$ cat config.mk
export PLATFORM = sky130hd
export DESIGN_NAME = pc_sequencer
export DESIGN_NICKNAME = d
export VERILOG_FILES = /design/src/rtl/pc_sequencer.sv
export SDC_FILE = /design/constraint.sdc
export NUM_CORES = 1
export LEC_CHECK = 0
export CAP_MARGIN = 15
export CORE_ASPECT_RATIO = 0.7
export CORE_MARGIN = 4
export CORE_UTILIZATION = 42
export DETAILED_ROUTE_END_ITERATION = 16
export PLACE_DENSITY_LB_ADDON = 0.25
export SYNTH_ARGS = -nofsm -noshare
export SYNTH_HDL_FRONTEND = slang
export SYNTH_SLANG_ARGS = --single-unit
export TNS_END_PERCENT = 20
$ cat constraint.sdc
create_clock -name i_clk -period 2.4 [get_ports i_clk]
set_clock_uncertainty 0.05 [all_clocks]
set_input_delay 0.36 -clock i_clk [delete_from_list [all_inputs] [get_ports i_clk]]
set_output_delay 0.36 -clock i_clk [all_outputs]
set_load 0.01 [all_outputs]
$ cat src/rtl/pc_sequencer.sv
// -----------------------------------------------------------------------------
// pc_sequencer
//
// Purpose:
//   Program-counter sequencer for a simple pipelined core. A small control FSM
//   decides whether the PC may advance: continuously (RUN), exactly once
//   (STEP), not at all (IDLE), or never again until reset (HALT). When the PC
//   advances, the next value is chosen by priority: jump target, then branch
//   target, then PC+4. Taken jumps and branches also request a flush of the
//   IF/ID stage.
//
// Optional feature:
//   Define PC_SEQ_CYCLE_COUNT_EN to add o_CycleCount. This is a saturating
//   32-bit count of the cycles in which the PC advanced. When the macro is not
//   defined, the port and the counter are not built.
//
// Parameters:
//   NBITS     width of the PC and of the target addresses (minimum 3)
//   RESET_PC  PC value loaded while reset is asserted
//
// Ports:
//   i_clk         clock; all state updates on the rising edge
//   i_reset_n     asynchronous active-low reset
//   i_Start       level: leave IDLE and run continuously
//   i_Step        pulse: leave IDLE and advance the PC exactly once
//   i_Halt        HALT instruction decoded this cycle
//   i_Stall       hazard stall: hold the PC this cycle
//   i_Jump        jump taken
//   i_PCSrc       branch taken
//   i_JumpAddr    jump target
//   i_BranchAddr  branch target
//   o_PC          registered current PC
//   o_PCWrite     high in the cycles where the PC advances
//   o_Flush       flush IF/ID on a taken jump or branch
//   o_State       FSM state register
//   o_Halted      high while in HALT
//   o_CycleCount  (PC_SEQ_CYCLE_COUNT_EN only) number of PC advances
//
// State table:
//   state | meaning
//   IDLE  | PC held; waiting for i_Start or i_Step
//   RUN   | PC advances every cycle that is not stalled or halted
//   STEP  | one advance pending; a stall keeps us here until it happens
//   HALT  | sticky; PC frozen and all inputs ignored until reset
// -----------------------------------------------------------------------------
module pc_sequencer #(
  parameter int               NBITS    = 32,
  parameter logic [NBITS-1:0] RESET_PC = '0
) (
  input  logic             i_clk,
  input  logic             i_reset_n,
  input  logic             i_Start,
  input  logic             i_Step,
  input  logic             i_Halt,
  input  logic             i_Stall,
  input  logic             i_Jump,
  input  logic             i_PCSrc,
  input  logic [NBITS-1:0] i_JumpAddr,
  input  logic [NBITS-1:0] i_BranchAddr,
  output logic [NBITS-1:0] o_PC,
  output logic             o_PCWrite,
  output logic             o_Flush,
  output logic [1:0]       o_State,
  output logic             o_Halted
`ifdef PC_SEQ_CYCLE_COUNT_EN
  ,
  output logic [31:0]      o_CycleCount
`endif
);

  typedef enum logic [1:0] {
    S_IDLE = 2'b00,
    S_RUN  = 2'b01,
    S_STEP = 2'b10,
    S_HALT = 2'b11
  } state_t;

  state_t           r_state;
  state_t           w_state_nxt;
  logic [NBITS-1:0] r_pc;
  logic [NBITS-1:0] w_pc_nxt;
  logic [NBITS-1:0] w_pc_plus4;
  logic [NBITS-1:0] w_jump_aligned;
  logic [NBITS-1:0] w_branch_aligned;
  logic             w_pc_write;
  logic             w_flush;
  logic             w_halted;

  // ---------------------------------------------------------------------------
  // FSM: state register
  // ---------------------------------------------------------------------------
  always_ff @(posedge i_clk or negedge i_reset_n) begin
    if (!i_reset_n) begin
      r_state <= S_IDLE;
    end else begin
      r_state <= w_state_nxt;
    end
  end

  // ---------------------------------------------------------------------------
  // FSM: next-state logic
  // i_Halt is only meaningful once instructions are flowing, so IDLE ignores
  // it. In RUN and STEP it overrides stall, jump and branch.
  // ---------------------------------------------------------------------------
  always_comb begin
    w_state_nxt = r_state;
    case (r_state)
      S_IDLE: begin
        if (i_Start) begin
          w_state_nxt = S_RUN;
        end else if (i_Step) begin
          w_state_nxt = S_STEP;
        end
      end
      S_RUN: begin
        if (i_Halt) begin
          w_state_nxt = S_HALT;
        end
      end
      S_STEP: begin
        if (i_Halt) begin
          w_state_nxt = S_HALT;
        end else if (!i_Stall) begin
          w_state_nxt = S_IDLE;
        end
      end
      S_HALT: begin
        w_state_nxt = S_HALT;
      end
      default: begin
        w_state_nxt = S_IDLE;
      end
    endcase
  end

  // ---------------------------------------------------------------------------
  // FSM: output logic
  // The PC may advance only in RUN or STEP. Reset forces the state to IDLE,
  // so o_PCWrite and o_Flush drop to 0 as soon as reset is asserted.
  // ---------------------------------------------------------------------------
  always_comb begin
    w_pc_write = 1'b0;
    w_halted   = 1'b0;
    case (r_state)
      S_RUN,
      S_STEP: w_pc_write = ~i_Stall & ~i_Halt;
      S_HALT: w_halted   = 1'b1;
      default: begin
        w_pc_write = 1'b0;
        w_halted   = 1'b0;
      end
    endcase
    w_flush = w_pc_write & (i_Jump | i_PCSrc);
  end

  // ---------------------------------------------------------------------------
  // Next-PC datapath
  // Targets are forced to word alignment. PC+4 wraps naturally at the
  // register width.
  // ---------------------------------------------------------------------------
  always_comb begin
    w_jump_aligned   = {i_JumpAddr[NBITS-1:2], 2'b00};
    w_branch_aligned = {i_BranchAddr[NBITS-1:2], 2'b00};
    w_pc_plus4       = r_pc + NBITS'(4);
    if (i_Jump) begin
      w_pc_nxt = w_jump_aligned;
    end else if (i_PCSrc) begin
      w_pc_nxt = w_branch_aligned;
    end else begin
      w_pc_nxt = w_pc_plus4;
    end
  end

  always_ff @(posedge i_clk or negedge i_reset_n) begin
    if (!i_reset_n) begin
      r_pc <= RESET_PC;
    end else if (w_pc_write) begin
      r_pc <= w_pc_nxt;
    end
  end

`ifdef PC_SEQ_CYCLE_COUNT_EN
  // ---------------------------------------------------------------------------
  // Advance counter. It saturates rather than wraps, so that a long run
  // cannot be mistaken for a short one.
  // ---------------------------------------------------------------------------
  logic [31:0] r_cycle_count;

  always_ff @(posedge i_clk or negedge i_reset_n) begin
    if (!i_reset_n) begin
      r_cycle_count <= '0;
    end else if (w_pc_write && (r_cycle_count != 32'hFFFF_FFFF)) begin
      r_cycle_count <= r_cycle_count + 32'd1;
    end
  end

  assign o_CycleCount = r_cycle_count;
`endif

  assign o_PC      = r_pc;
  assign o_PCWrite = w_pc_write;
  assign o_Flush   = w_flush;
  assign o_State   = r_state;
  assign o_Halted  = w_halted;

endmodule

==> impl_metrics.yaml, run 1 <==
critical_path:
  cpMaxStageDelayCell: "clkdlybuf4s50_1"
  criticalPathCategory: "flip-flop to output pin"
  r2r.worst_path.cells: 5
  cp_max_fo: 5
  arrival_ns: 1.85
  crit_path_end_kind: "output pin"
  path_cells: "inv_1, ha_1, nand2_2, nor2_2, clkdlybuf4s50_1"
  critical_path.startpoint_type: "flip-flop"
  reg2reg_slack_ns: 0.21
  critPathMaxStageDelay_ns: 0.55
  r2r-end: "o_PC[27]"
  required_ns: 1.99
  r2r_start: "o_PC[6]"
clocking:
  clkSinkCount: 32
  cts_tree: "built"
  clkSlewWorstSetupHoldPaths_ns: 0.07
  worst_skew_pair.late_latency_ns: 0.29
  h-tree-depth: 2
  numCtsBuffers: 5
  clock_path_buffers: 2
  cts_root_buffer: "clkbuf_8"
yosys:
  synth_seq_cells: 32
  synth_top_cell_by_area: "dfrtp_1"
  synth.area.top_cells: "dfrtp_1 (33%), o21ai_0 (6.2%), a21oi_1 (5.4%)"
  synth.cell_area_um2: 2410
  avgSynthCellArea_um2: 7.93
  synth_edf_count: 0
  synthArstFlopShare_pct: 100
  synth_ff_type: "dfrtp_1"
  yosysWarnings: 0
  synth_top_area_share_pct: 33.2
  netlist_instances: 304
  synth.distinct_cells: 53
  synth_commonest_cells: "dfrtp_1 (32), o21ai_0 (30), nand2_1 (27)"
  yosysSeqAreaShare_pct: 33.2
  yosysMostFrequentCell: "dfrtp_1"
die:
  die_h_um: 71.4
  dieArea_um2: 7030
  initial_core_util_pct: 44.7
  ioPinCount: 109
  fp.dieW_um: 98.5
  core_um2: 5400
  rows: 22
timing:
  worstMarginPinSlew_ns: 0.834
  tns_ns: 0
  hold_violations: 0
  relSlewSlack_pct: 44.2
  fmax_mhz: 442
  finalCritPeriodShare_pct: 94.3
  finalCriticalPeriod_ns: 2.26
  setup_viol: 0
  rsz0062_at_grt: "no"
  drv_slew: 0
  setup_ws_ns: 0.137
drt:
  route.vias.total: 2990
  route.detailed.drc: 0
  routedWlPerCell_um: 18.0
  ant_nets: 0
  viasPerCell: 6.10
  first_iter_violations: 285
  drt-total-wl_um: 8810
  dr.pass1.iters: 6
cells_and_area:
  drive_gt1_share_pct: 8.61
  antennaDiodeCount: 0
  final_cells: 490
  num-fill-cells: 483
  fin_nets: 495
  areaGrowthSynthToFinish_pct: 53.9
  fin_util_pct: 68.8
run:
  maxCapViolCount: 0
pwr:
  p_leak_nw: 1.48
  vdd_ir_drop_max_mv: 0.497
  swShare_pct: 40.6
  fin_total_pwr_w: 0.00336
  combPwrFrac_pct: 53.1
  power_density_nw_per_um2: 904
  p_switching_w: 0.00136
  intPower_w: 0.00199
  seq_power_share_pct: 33.7
  p_clk_share_pct: 13.3
global_route:
  grt_usage_pct: 24.9
  grt_max_degree: 35
  grt_pass1_vias: 2941
  grt_pass1_wl_um: 14200
  grt-ovfl-total: 0
  antenna_found_initial: 0
placed_design:
  gp_congestion: 0.900
  post-place-ws_ns: 0.0573
  dp.cells: 480
  dpl.hpwl_um: 6390
  io_buffers: 102
worst_hold_path:
  hold_class: "input pin to asynchronous set/reset pin"
outcome:
  status: "completed"
power by group through the flow:
stage | combinational, W | clock, W | sequential, W
after floorplan | 0.000686 | 0 | 0.00120
after detailed placement | 0.00172 | 0 | 0.00113
after global placement | 0.00168 | 0 | 0.00112
after CTS | 0.00178 | 0.000445 | 0.00111
after global routing | 0.00195 | 0.000472 | 0.00116
final | 0.00178 | 0.000445 | 0.00113
critical path: cells and delay by family (launching register included):
family | cells | cell delay, ns
buffers and inverters | 2 | 0.64
flip-flops | 1 | 0.37
adder cells (fa/ha/maj) | 1 | 0.29
AND/OR/NAND/NOR | 2 | 0.26
kinds of logic (layout without fill, tap and decap cells):
| logic type | after synthesis | count (layout) | share of synthesized area [%] |
|---|---|---|---|
| AO/OA/AOI/OAI | 121 | 121 | 33.3 |
| buffers and inverters | 29 | 142 | 4.83 |
| other | 1 | 2 | 0.156 |
| multiplexers | 3 | 3 | 1.25 |
| flip-flops | 32 | 32 | 33.2 |
| adder cells (fa/ha/maj) | 6 | 6 | 3.12 |
| AND/OR/NAND/NOR | 105 | 105 | 21.6 |
| XOR/XNOR | 7 | 7 | 2.54 |
layout make-up:
class,instances,area (µm²),area share [%]
clock buffers,8,90.1,2.43
multi-input cells,244,1500,40.5
repair buffers,125,1190,32.2
well taps,72,90.1,2.43
flip-flops and latches,32,801,21.6
inverters,9,33.8,0.911
per-stage QoR:
step                area [µm²]  hold slack [ns]
CTS                       3710            0.438
finish                    3710            0.417
global route              3710            0.463
floorplan                 2410           0.0144
global placement          3600            0.451
detailed placement        3600            0.456
worst max path at each step:
| stage | startpoint | end | slack, ns | cells after the start |
|---|---|---|---|---|
| floorplan | o_PC[4] | o_PC[27] | 0.31 | 5 |
| global placement | i_Halt | o_Flush | 0.12 | 5 |
| detailed placement | i_Jump | o_PC[20] | 0.06 | 6 |
| CTS | o_State[0] | o_Flush | 0.07 | 5 |
| global route | o_State[1] | o_Flush | 0.03 | 5 |
| finish | o_State[0] | o_Flush | 0.14 | 5 |
state kept, by name (all words and copies together) (netlist names):
register	cells
o_PC	30
o_State	2
what timing repair did:
action,CTS,global route
hold buffers,0,0
setup endpoints to repair,1,1
gates resized for setup,1,1
pin swaps,0,0
buffers inserted,2,0
cell usage in the layout (no fill, tap or decap), types with 2 or more instances in the layout:
| master | n |
|---|---|
| clkdlybuf4s50_1 | 102 |
| dfrtp_1 | 32 |
| o21ai_0 | 30 |
| nand2_1 | 26 |
| a21oi_1 | 26 |
| nor2_1 | 24 |
| buf_4 | 23 |
| nand3_1 | 11 |
| and3_1 | 11 |
| nand4_1 | 11 |
| nor3_1 | 9 |
| inv_1 | 8 |
| a31oi_1 | 8 |
| a22oi_1 | 6 |
| ha_1 | 6 |
| clkbuf_8 | 6 |
| o31a_1 | 5 |
| a22o_1 | 5 |
| xnor2_1 | 4 |
| a21o_1 | 4 |
| o22ai_1 | 4 |
| a211oi_1 | 4 |
| xor2_1 | 3 |
| mux2i_1 | 3 |
| o211ai_1 | 3 |
| o2bb2ai_1 | 3 |
| a221o_1 | 2 |
| nor4_1 | 2 |
| a2111oi_0 | 2 |
| nand2b_1 | 2 |
| a211o_1 | 2 |
| o21a_1 | 2 |
| a221oi_1 | 2 |
| a2bb2oi_1 | 2 |
| a222oi_1 | 2 |
| conb_1 | 2 |
| clkbuf_1 | 2 |
per-layer routing:
layer,global-route usage [%],wire [µm],vias up
li1,-,-,1382
met1,33.7,3860,1395
met2,37.9,3770,184
met3,8.27,995,29
met4,7.73,186,0
met5,0,0,-
(Power assumes the default switching activity.)
==> inputs of run 2 (changes only) <==
Settings changed: CORE_MARGIN 4 to 2.
==> impl_metrics.yaml, run 2 (synthesis results as in run 1) <==
cells_and_area:
  fin_nets: 496
  areaGrowthSynthToFinish_pct: 54.5
  antennaDiodeCount: 0
  largest_reg_flops: 30
  layout_common_cells: "clkdlybuf4s50_1 (101), o21ai_0 (30), dfrtp_1 (30)"
  final_cells: 494
  drive_gt1_share_pct: 9.07
  layout_commonest_cell: "clkdlybuf4s50_1"
worst_hold_path:
  hold_class: "input pin to asynchronous set/reset pin"
pwr:
  swShare_pct: 40.1
  fin_total_pwr_w: 0.00328
  p_switching_w: 0.00132
  power_density_nw_per_um2: 881
  p_leak_nw: 1.50
  seq_power_share_pct: 34.6
  vdd_ir_drop_max_mv: 0.379
  p_clk_share_pct: 13.6
  intPower_w: 0.00197
  combPwrFrac_pct: 51.8
die:
  fp.dieW_um: 94.5
  core_um2: 5640
  die_h_um: 67.4
  ioPinCount: 109
  dieArea_um2: 6370
  rows: 23
  initial_core_util_pct: 42.7
clocking:
  cts_hold_buf: 0
  cts_tree: "built"
  numCtsBuffers: 5
  clock_path_buffers: 2
  h-tree-depth: 2
  cts_root_buffer: "clkbuf_8"
  worst_skew_pair.late_latency_ns: 0.29
  clkSinkCount: 32
  clkSlewWorstSetupHoldPaths_ns: 0.07
timing:
  setup_viol: 0
  hold_violations: 0
  rsz0062_at_grt: "no"
  fmax_mhz: 440
  relSlewSlack_pct: 59.1
  tns_ns: 0
  finalCriticalPeriod_ns: 2.27
  worstMarginPinSlew_ns: 0.599
  finalCritPeriodShare_pct: 94.7
  drv_slew: 0
run:
  maxCapViolCount: 0
critical_path:
  cp_max_fo: 5
  critical_path.startpoint_type: "flip-flop"
  criticalPathCategory: "flip-flop to output pin"
  crit_path_end_kind: "output pin"
  arrival_ns: 1.86
  required_ns: 1.99
global_route:
  grt.busiest_layer: "met2"
  grt-ovfl-total: 0
  met2_usage_pct: 41.0
  grt_max_degree: 34
  use_met1_pct: 38.7
  grt_pass1_wl_um: 13200
  grt_usage_pct: 27.1
  grt_util_met3_pct: 6.92
  grt_pass1_vias: 2674
  antenna_found_initial: 0
drt:
  viasPerCell: 5.91
  drt-total-wl_um: 8290
  route.detailed.drc: 0
  first_iter_violations: 242
  ant_nets: 0
  route.vias.total: 2922
  dr.pass1.iters: 5
  routedWlPerCell_um: 16.8
placed_design:
  gp_congestion: 0.883
  io_buffers: 102
  dpl.hpwl_um: 6110
  dp.cells: 486
outcome:
  status: "completed"
[run 2: through the flow]
step                      instance area [µm²]  setup WS [ns]  hold WS, ns  util (%)
after floorplan                          2410          0.307       0.0144         -
after global placement                   3630          0.175        0.454      64.3
after detailed placement                 3630          0.190        0.463      64.3
after CTS                                3720        0.00155        0.437      65.9
after global routing                     3720         0.0231        0.450      66.0
final                                    3720          0.126        0.414      66.0
[run 2: repair_timing]
item / CTS / global route
endpoints found under the setup margin: 0 / 2
setup buffers: 0 / 0
gates resized for setup: 0 / 4
[run 2: path summary, 6_finish.rpt]
kind                             from          to  slack [ns]  cells past startpoint
max                        o_State[0]   o_PCWrite        0.13                      5
min                         i_reset_n    o_PC[26]        0.41                      2
max reg2reg                   o_PC[4]    o_PC[27]        0.21                      5
min reg2reg                  o_PC[31]    o_PC[31]        0.48                      1
max in group asynchronous   i_reset_n  o_State[1]        1.56                      2
min in group i_clk           o_PC[31]    o_PC[31]        0.48                      1
[run 2: layout make-up]
class / count / area (µm²)
Inverter: 9 / 33.8
Fill cell: 496 / 1920
Tap cell: 75 / 93.8
Multi-Input combinational cell: 244 / 1500
Timing Repair Buffer: 126 / 1200
Sequential cell: 32 / 803
Clock buffer: 8 / 90.1
[run 2: power by group through the flow]
stage          Sequential [W]  Combinational [W]  Clock (W)
2_1_floorplan         0.00120           0.000686          0
6_report              0.00114            0.00170   0.000445
4_1_cts               0.00112            0.00171   0.000452
3_5_place_dp          0.00113            0.00170          0
5_1_grt               0.00118            0.00188   0.000472
3_3_place_gp          0.00112            0.00167          0
[run 2: layer usage]
metal / wire length (µm) / vias to the layer above / part of all wire, %
met5: 0 / - / 0
met2: 3560 / 161 / 43
met4: 106 / 0 / 1.3
met3: 885 / 13 / 11
met1: 3740 / 1362 / 45
li1: - / 1386 / -
[run 2: worst max-delay path: stages (launching register included)]
cell and delay, ns:
dfrtp_2 0.41, inv_1 0.09, ha_1 0.28, nand2_1 0.13
inv_1 0.13, clkdlybuf4s50_1 0.54
